--- config.mk ---
export PLATFORM = sky130hd
export DESIGN_NAME = result_writeback_flat
export DESIGN_NICKNAME = d
export VERILOG_FILES = /design/src/rtl/result_writeback_pkg.sv /design/src/rtl/result_writeback_if.sv /design/src/rtl/result_writeback_wb_fifo.sv /design/src/rtl/result_writeback.sv /design/src/flat_wrapper.sv
export SDC_FILE = /design/constraint.sdc
export NUM_CORES = 1
export LEC_CHECK = 0
export ABC_CLOCK_PERIOD_IN_PS = 6850
export CAP_MARGIN = 20
export CORE_MARGIN = 2
export CORE_UTILIZATION = 51
export DETAILED_ROUTE_END_ITERATION = 6
export GPL_TIMING_DRIVEN = 0
export PLACE_DENSITY_LB_ADDON = 0.15
export SKIP_LAST_GASP = 1
export SYNTH_ARGS = -nofsm -noshare
export SYNTH_HDL_FRONTEND = slang
export SYNTH_SLANG_ARGS = --single-unit
export TNS_END_PERCENT = 20
--- constraint.sdc ---
create_clock -name clk -period 6.85 [get_ports clk]
set_clock_uncertainty 0.2 [all_clocks]
set_input_delay 0.685 -clock clk [delete_from_list [all_inputs] [get_ports clk]]
set_output_delay 0.685 -clock clk [all_outputs]
set_load 0.03 [all_outputs]
--- src/rtl/result_writeback_pkg.sv ---
// Shared types and default sizes for the result write-back unit.
// Each pending FIFO slot holds one {addr, data} entry.
package result_writeback_pkg;

  localparam int WB_DATA_W = 16;
  localparam int WB_ADDR_W = 3;
  localparam int WB_DEPTH  = 2;

  typedef struct packed {
    logic [WB_ADDR_W-1:0] addr;
    logic [WB_DATA_W-1:0] data;
  } wb_entry_t;

  function automatic logic is_r0(
    input logic [WB_ADDR_W-1:0] a
  );
    return a == '0;
  endfunction

endpackage

--- src/rtl/result_writeback_if.sv ---
// ALU result handshake: producer (master) offers {addr, data},
// the write-back unit (slave) accepts when ready.
interface result_writeback_if #(
  parameter int DATA_W = 16,
  parameter int ADDR_W = 3
);

  logic              res_valid;
  logic              res_ready;
  logic [DATA_W-1:0] res_data;
  logic [ADDR_W-1:0] res_addr;

  modport master (
    output res_valid,
    output res_data,
    output res_addr,
    input  res_ready
  );

  modport slave (
    input  res_valid,
    input  res_data,
    input  res_addr,
    output res_ready
  );

endinterface

--- src/rtl/result_writeback_wb_fifo.sv ---
// Ring buffer of pending results; exposes entries oldest-first
// with valid bits so the owner can forward from them.
module wb_fifo
  import result_writeback_pkg::*;
#(
  parameter int DEPTH = WB_DEPTH
) (
  input  logic                   clk,
  input  logic                   rst_n,
  input  logic                   push_i,
  input  wb_entry_t              entry_i,
  input  logic                   pop_i,
  output wb_entry_t              ents_o [DEPTH],
  output logic [DEPTH-1:0]       vld_o,
  output logic [$clog2(DEPTH):0] count_o
);

  localparam int PTR_W = $clog2(DEPTH);
  localparam int CNT_W = PTR_W + 1;

  wb_entry_t        mem_q [DEPTH];
  wb_entry_t        mem_d [DEPTH];
  logic [PTR_W-1:0] head_q;
  logic [PTR_W-1:0] head_d;
  logic [PTR_W-1:0] tail_q;
  logic [PTR_W-1:0] tail_d;
  logic [CNT_W-1:0] count_q;
  logic [CNT_W-1:0] count_d;

  always_comb begin
    mem_d   = mem_q;
    head_d  = head_q;
    tail_d  = tail_q;
    count_d = count_q;
    if (push_i) begin
      mem_d[tail_q] = entry_i;
      tail_d        = tail_q + PTR_W'(1);
    end
    if (pop_i) begin
      head_d = head_q + PTR_W'(1);
    end
    case ({push_i, pop_i})
      2'b10:   count_d = count_q + CNT_W'(1);
      2'b01:   count_d = count_q - CNT_W'(1);
      default: count_d = count_q;
    endcase
  end

  always_ff @(posedge clk or negedge rst_n) begin
    if (!rst_n) begin
      head_q  <= '0;
      tail_q  <= '0;
      count_q <= '0;
      for (int i = 0; i < DEPTH; i++) begin
        mem_q[i] <= '0;
      end
    end else begin
      head_q  <= head_d;
      tail_q  <= tail_d;
      count_q <= count_d;
      for (int i = 0; i < DEPTH; i++) begin
        mem_q[i] <= mem_d[i];
      end
    end
  end

  // Slot k is the k-th oldest pending entry.
  always_comb begin
    for (int k = 0; k < DEPTH; k++) begin
      ents_o[k] = mem_q[head_q + PTR_W'(k)];
      vld_o[k]  = CNT_W'(k) < count_q;
    end
  end

  assign count_o = count_q;

endmodule

--- src/rtl/result_writeback.sv ---
// Write-back unit: buffers ALU results, drains one per cycle into
// an r0-hardwired register file, and forwards pending values to reads.
module result_writeback
  import result_writeback_pkg::*;
#(
  parameter int DATA_W = WB_DATA_W,
  parameter int ADDR_W = WB_ADDR_W,
  parameter int DEPTH  = WB_DEPTH
) (
  input  logic                   clk,
  input  logic                   rst_n,
  result_writeback_if.slave      res,
  input  logic                   wb_hold,
  input  logic [ADDR_W-1:0]      rd_addr_a,
  output logic [DATA_W-1:0]      rd_data_a,
  input  logic [ADDR_W-1:0]      rd_addr_b,
  output logic [DATA_W-1:0]      rd_data_b,
  output logic [$clog2(DEPTH):0] wb_count,
  output logic                   wb_busy
);

  localparam int CNT_W = $clog2(DEPTH) + 1;
  localparam int NREG  = 2 ** ADDR_W;

  wb_entry_t         ents [DEPTH];
  wb_entry_t         push_ent;
  logic [DEPTH-1:0]  vld;
  logic [CNT_W-1:0]  count;
  logic              push;
  logic              pop;
  logic [DATA_W-1:0] rf_q [NREG];
  logic [DATA_W-1:0] rf_d [NREG];

  assign res.res_ready = (count < CNT_W'(DEPTH)) && rst_n;
  assign push          = res.res_valid && res.res_ready;
  assign pop           = (count != '0) && !wb_hold;
  assign push_ent.addr = res.res_addr;
  assign push_ent.data = res.res_data;

  wb_fifo #(
    .DEPTH (DEPTH)
  ) u_fifo (
    .clk     (clk),
    .rst_n   (rst_n),
    .push_i  (push),
    .entry_i (push_ent),
    .pop_i   (pop),
    .ents_o  (ents),
    .vld_o   (vld),
    .count_o (count)
  );

  always_comb begin
    rf_d = rf_q;
    if (pop && !is_r0(ents[0].addr)) begin
      rf_d[ents[0].addr] = ents[0].data;
    end
    rf_d[0] = '0;
  end

  always_ff @(posedge clk or negedge rst_n) begin
    if (!rst_n) begin
      for (int i = 0; i < NREG; i++) begin
        rf_q[i] <= '0;
      end
    end else begin
      for (int i = 0; i < NREG; i++) begin
        rf_q[i] <= rf_d[i];
      end
    end
  end

  // Walk oldest to youngest so the youngest match wins.
  always_comb begin
    rd_data_a = rf_q[rd_addr_a];
    rd_data_b = rf_q[rd_addr_b];
    for (int k = 0; k < DEPTH; k++) begin
      if (vld[k] && !is_r0(ents[k].addr)) begin
        if (ents[k].addr == rd_addr_a) begin
          rd_data_a = ents[k].data;
        end
        if (ents[k].addr == rd_addr_b) begin
          rd_data_b = ents[k].data;
        end
      end
    end
    if (is_r0(rd_addr_a)) begin
      rd_data_a = '0;
    end
    if (is_r0(rd_addr_b)) begin
      rd_data_b = '0;
    end
  end

  assign wb_count = count;
  assign wb_busy  = count != '0;

endmodule

--- src/flat_wrapper.sv ---
// flat-port wrapper written by rule: the top's interface ports become plain ports
module result_writeback_flat import result_writeback_pkg::*;
#(
  parameter int DATA_W = WB_DATA_W,
  parameter int ADDR_W = WB_ADDR_W,
  parameter int DEPTH  = WB_DEPTH
)
  (clk, rst_n, wb_hold, rd_addr_a, rd_data_a, rd_addr_b, rd_data_b, wb_count, wb_busy, res_res_valid, res_res_data, res_res_addr, res_res_ready);
  result_writeback_if #(.DATA_W(DATA_W), .ADDR_W(ADDR_W)) res_i ();
  input  logic clk;
  input  logic rst_n;
  input  logic wb_hold;
  input  logic [ADDR_W-1:0] rd_addr_a;
  output logic [DATA_W-1:0] rd_data_a;
  input  logic [ADDR_W-1:0] rd_addr_b;
  output logic [DATA_W-1:0] rd_data_b;
  output logic [$clog2(DEPTH):0] wb_count;
  output logic wb_busy;
  input wire logic [$bits(res_i.res_valid)-1:0] res_res_valid;
  input wire logic [$bits(res_i.res_data)-1:0] res_res_data;
  input wire logic [$bits(res_i.res_addr)-1:0] res_res_addr;
  output wire logic [$bits(res_i.res_ready)-1:0] res_res_ready;
  assign res_i.res_valid = res_res_valid;
  assign res_i.res_data = res_res_data;
  assign res_i.res_addr = res_res_addr;
  assign res_res_ready = res_i.res_ready;
  result_writeback #(.DATA_W(DATA_W), .ADDR_W(ADDR_W), .DEPTH(DEPTH)) u_core (.clk(clk), .rst_n(rst_n), .res(res_i), .wb_hold(wb_hold), .rd_addr_a(rd_addr_a), .rd_data_a(rd_data_a), .rd_addr_b(rd_addr_b), .rd_data_b(rd_data_b), .wb_count(wb_count), .wb_busy(wb_busy));
endmodule
* After elaboration in Yosys (flattened, before gate mapping)
Cells that the tools add are included.
Word-level totals: bits in registers 154, word-level logic and storage cells 87
Operators by class: order comparisons 11, reductions and logical operators 17, muxes and demuxes 29, equality and inequality tests 6, $add $sub $neg 4, bitwise gates (word level) 6
Operators by type and width (count):
- 16-bit two-way mux | 15
- 19-bit two-way mux | 7
- 128-bit bitwise mux | 1
- 16-bit binary-select mux with 3-bit select | 2
- 16-bit demux with 3-bit select | 1
- 38-bit bitwise mux | 1
- 19-bit demux with 1-bit select | 1
- 3-bit == test | 4
- 4-bit greater-or-equal comparator, second input constant | 3
- 3-bit logical NOT | 4
- 3-bit NOT with 4-bit output | 3
- 1-bit logical AND | 8
- 2-bit greater-or-equal comparator, second input constant | 3
- 1-bit NOT with 2-bit output | 3
- 1-bit by 2-bit < comparator with 1-bit output, first input constant | 2
- 4-bit by 1-bit < comparator with 1-bit output, second input constant | 1
- 2-bit case mux with 2 select lines | 1
- 2-bit nonzero test | 2
- 1-bit logical NOT | 3
- 1-bit adder, second input constant | 2
- 2-bit by 1-bit adder with 2-bit output, second input constant | 1
- 2-bit by 1-bit == test with 1-bit output, second input constant | 1
- 2-bit == test, second input constant | 1
- 2-bit by 1-bit < comparator with 1-bit output, second input constant | 1
- other kinds (2) | 2

* Depth between registers and ports, before layout
word-level depth 11, gate-level depth with buffers 9, depth with buffers taken out 7

* By module
From an unflattened synthesis, not the netlist that was laid out.
Second synthesis, totals: cell total of the unflattened synthesis 805, area total of the unflattened synthesis 9376.5 um2
By module, submodules not included:
- result_writeback | instances 1, cells each 664, area an instance 7244.4 um2, seq. area each 2802.7 um2
- wb_fifo | instances 1, cells each 141, area an instance 2132.0 um2, seq. area each 1051.0 um2

* Least setup slack after synthesis
OpenSTA, ideal clock, no wires.
path kind input to output, start in rd_addr_b[0], end out rd_data_b[0], required time 5.965 ns, stages on the path 5, buffers on the path 1, arrival 2.656 ns, path slack 3.309 ns, path through clkbuf_1 -> or4_4 -> a2111oi_4 -> nand2_4 -> o2111ai_1
Between the ends: cells in the longest elaborated chain, start to end 9, elaborated cells on any way between the ends 12, those cells by class eq/ne: 2; mux: 8; bitwise: 1; reduce/logical: 1
Ends and longest elaborated chain:
- start, declared | line flat_wrapper.sv:15 | input logic [ADDR_W-1:0] rd_addr_b;
- 3-bit NOT with 4-bit output (implied by the code) | line result_writeback.sv:76 | rd_data_b = rf_q[rd_addr_b];
- 16-bit binary-select mux with 3-bit select | line result_writeback.sv:76
- 16-bit two-way mux (implied by the code) (2 in a row) | line result_writeback.sv:76
- 16-bit two-way mux | line result_writeback.sv:82 | if (ents[k].addr == rd_addr_b) begin
- 16-bit two-way mux | line result_writeback.sv:78 | if (vld[k] && !is_r0(ents[k].addr)) begin
- 16-bit two-way mux | line result_writeback.sv:82
- 16-bit two-way mux | line result_writeback.sv:78
- 16-bit two-way mux (*) | line result_writeback.sv:90 | if (is_r0(rd_addr_b)) begin
- end, declared | line flat_wrapper.sv:16 | output logic [DATA_W-1:0] rd_data_b;
Every way passes the cells marked *; elsewhere a longest branch is shown, timed or not. The select of a mux whose other input is x is not followed.

* Worst setup path after layout
start reg u_core.u_fifo.head_q, end out rd_data_b[13]
Between the ends: cells in the longest elaborated chain, start to end 11, elaborated cells on any way between the ends 22, those cells by class add/sub: 1; eq/ne: 2; mux: 11; bitwise: 2; reduce/logical: 6
Ends and longest elaborated chain:
- start, declared | line result_writeback_wb_fifo.sv:23 | logic [PTR_W-1:0] head_q;
- start signal, assigned | line result_writeback_wb_fifo.sv:51 | head_q <= '0;
- start signal, assigned | line result_writeback_wb_fifo.sv:58 | head_q <= head_d;
- 1-bit NOT with 2-bit output (implied by the code) | line result_writeback_wb_fifo.sv:70 | ents_o[k] = mem_q[head_q + PTR_W'(k)];
- 19-bit two-way mux (implied by the code) (3 in a row) | line result_writeback_wb_fifo.sv:70
- 3-bit logical NOT | line result_writeback_pkg.sv:17 | return a == '0;
- 1-bit logical NOT | line result_writeback.sv:78
- 1-bit logical AND | line result_writeback.sv:78
- 16-bit two-way mux | line result_writeback.sv:78
- 16-bit two-way mux | line result_writeback.sv:82
- 16-bit two-way mux (*) | line result_writeback.sv:78
- 16-bit two-way mux (*) | line result_writeback.sv:90
Marked as above.

==> results.cfg <==
[run_status]
status = finished, final reports clean

[logic_synthesis]
synth-seq-area-share_pct = 42.47
syn_nets = 960
ys_warn_count = 0
synthFlopType = dfrtp_1
synth_top_cell_by_area = dfrtp_1
synth_commonest_cells = o21ai_0 (174), nand2_1 (171), dfrtp_1 (154)
netlist_instances = 928
synth.most_common_cell = o21ai_0
synth_area_leaders = dfrtp_1 (42%), o21ai_0 (9.6%), mux2_2 (8.7%)
synth_cell_types = 40
netlist.area_leader.share_pct = 42.47
netlist_area_um2 = 9075
synth_edf_count = 0
ys_ff_latch = 154
async_flop_share_pct = 100.0
avgSynthCellArea_um2 = 9.779

[floorplanning]
core-area_um2 = 17360
dieArea_um2 = 18880
dieHeight_um = 137.4
initial_utilization_pct = 52.29
ios = 65
std_cell_rows = 48
fp.dieW_um = 137.4

[cells_and_area]
nFillCells = 1522
seqCellArea_um2 = 3854
antenna_cells = 0
finalNetCount = 1038
multiInputGateArea_um2 = 4897
drive_gt1_share_pct = 17.17
areaGrowthSynthToFinish_pct = 16.31

[worst_setup_path]
r2r_cells = 5
critPathBufInv = 3
reg2reg_to = u_core.u_fifo.mem_q[32]$_DFFE_PN0P_
crit_fanout = 10
worstSetupStartpointType = flip-flop
cp_top_family = buffers and inverters
cp.required_ps = 5960
ff2ff_setup_slack_ps = 3980
cp_slowest_cell = a2111oi_4
critPathMaxStageDelay_ps = 730
crit_chain = buf_6 -> mux2i_2 -> xnor2_1 -> a2111oi_4 -> nand2_4 -> buf_6 -> o2111ai_2 -> clkdlybuf4s50_1
critPathCaptureType = primary output
cp_common_cell = buf_6
worstSetupPathType = flip-flop to primary output
r2r_start = u_core.u_fifo.count_o[1]$_DFFE_PN0P_
cp.arrival_ps = 3700
startpoint = u_core.u_fifo.head_q$_DFFE_PN0P_

[min_path]
min_path_type = primary input to async pin

[routing]
via_count = 7832
avgViaCountPerCell = 6.296
post_drt_wl_per_cell_um = 22.22
first_pass_iters = 5
drc_errors = 0
finalWirelength_um = 27650
ant_nets = 0
drt_iter0_markers = 770

[timing]
tns_ps = 0
relSlewSlack_pct = 40.78
final_max_slew_viol_count = 0
max_slew.worst_pin.slew_ps = 880.3
timing.hold.ws_ps = 14.47
setup_viol = 0
timing.final.crit_share_pct = 66.88
hold_viol_final = 0
layout_setup_ws_ps = 2268
rsz0062_at_grt = no
post-route-min-period_ps = 4582
max_freq_mhz = 218.3

[global_route]
first_global_vias = 7457
antenna_found_initial = 0
grt-ovfl-total = 0
track_usage_pct = 30.47
grt_max_degree = 96
grt_pass1_wl_um = 42940

[clock_network]
cts_buffer_depth = 2
insertion_delay_ps = 440
clk_pin_slew_ps = 70
cts.sinks = 154
root_buffer = clkbuf_16
holdBufCountCts = 0
post_cts_buffers = 0
cts_made_buffers = 17
ctsResizeCount = 0
cts-htree-levels = 4
cts_tree = built

[power_and_ir_drop]
p_leak_nw = 4.233
p_sw_w = 0.002301
ir_drop_mv = 0.3674
power_density_nw_per_um2 = 485.8
clockPowerShare_pct = 18.8
seqPwrFrac_pct = 31.4
p_sw_share_pct = 44.88
p_int_w = 0.002827
combPwrFrac_pct = 49.8

[placed_design]
place_congestion = 0.8672
dp_slack_ps = 2373
io_buffers = 58
dp_hpwl_um = 19630

[job]
drv_cap = 0
## kinds of logic (layout without fill, tap and decap cells)
family / count (synthesis) / in the layout / share of synthesized area (%)
compound gates: 267 / 267 / 19.25
xor+xnor: 12 / 12 / 1.158
fa+ha+maj: 3 / 3 / 0.4137
buf+inv: 78 / 169 / 3.571
flops: 154 / 154 / 42.47
mux: 108 / 108 / 17.43
simple gates: 306 / 306 / 15.72
## per-stage QoR
step                total power, W  area (µm²)  util, %  cells
global placement          0.004058        9937    57.25   1211
detailed placement        0.004112        9966    57.42   1212
finish                    0.005128       10560    60.81   1244
floorplan                 0.003244        9075        -    928
CTS                       0.005085       10560    60.81   1244
global route              0.005424       10560    60.81   1244
## power groups by stage
stage	registers [W]	logic, W	clock network, W
3_5_place_dp	0.00161	0.00251	0
2_1_floorplan	0.00151	0.00173	0
3_3_place_gp	0.00159	0.00246	0
5_1_grt	0.00166	0.00275	0.00101
4_1_cts	0.00160	0.00252	0.000968
6_report	0.00161	0.00255	0.000962
## worst max path at each step
stage                                                to  slack [ps]  cells past startpoint
floorplan                                  rd_data_b[0]        3310                      5
global placement    u_core.u_fifo.mem_q[29]$_DFFE_PN0P_       -2250                      6
detailed placement                        rd_data_b[14]        2370                      7
CTS                                       rd_data_b[14]        2320                      7
global route                              rd_data_b[14]        2120                      8
finish                                    rd_data_b[13]        2270                      8
## sequential cells by signal, summed over array words and instances (netlist names)
name,cells
u_core.u_fifo.count_o,2
u_core.u_fifo.tail_q,1
u_core.rf_q,112
u_core.u_fifo.mem_q,38
u_core.u_fifo.head_q,1
## area by class of cell
class	count	share of cell area [%]
multi-input combinational	696	46.40
sequential	154	36.51
timing repair buffer	59	5.773
clock buffer	18	4.161
buffer	75	2.963
tap	225	2.667
clock inverter	14	1.422
inverter	3	0.1067
## cell usage in the layout (no fill, tap or decap), types with 5 or more instances in the layout
master,n
a21oi_1,17
a22oi_1,32
and2_1,15
buf_1,6
clkbuf_1,61
clkbuf_16,17
clkdlybuf4s50_1,57
dfrtp_1,154
inv_8,5
mux2_2,70
mux4_2,32
nand2_1,171
nand3_1,63
nor2b_1,35
o2111ai_1,12
o2111ai_2,20
o21ai_0,174
xnor2_1,7
xor2_1,5
## layer usage
metal | track usage (%) | wire (µm)
met5 | 0 | 0
met4 | 6.758 | 256
met3 | 4.746 | 2022
met2 | 47.13 | 13030
met1 | 45.38 | 12340
## worst register-to-register path, stage by stage, from the launching register on
cell,delay [ps]
dfrtp_1,420
nor2b_1,210
nand2_1,160
nor2_1,680
clkbuf_1,660
mux2_2,420
(Power assumes the default switching activity.)
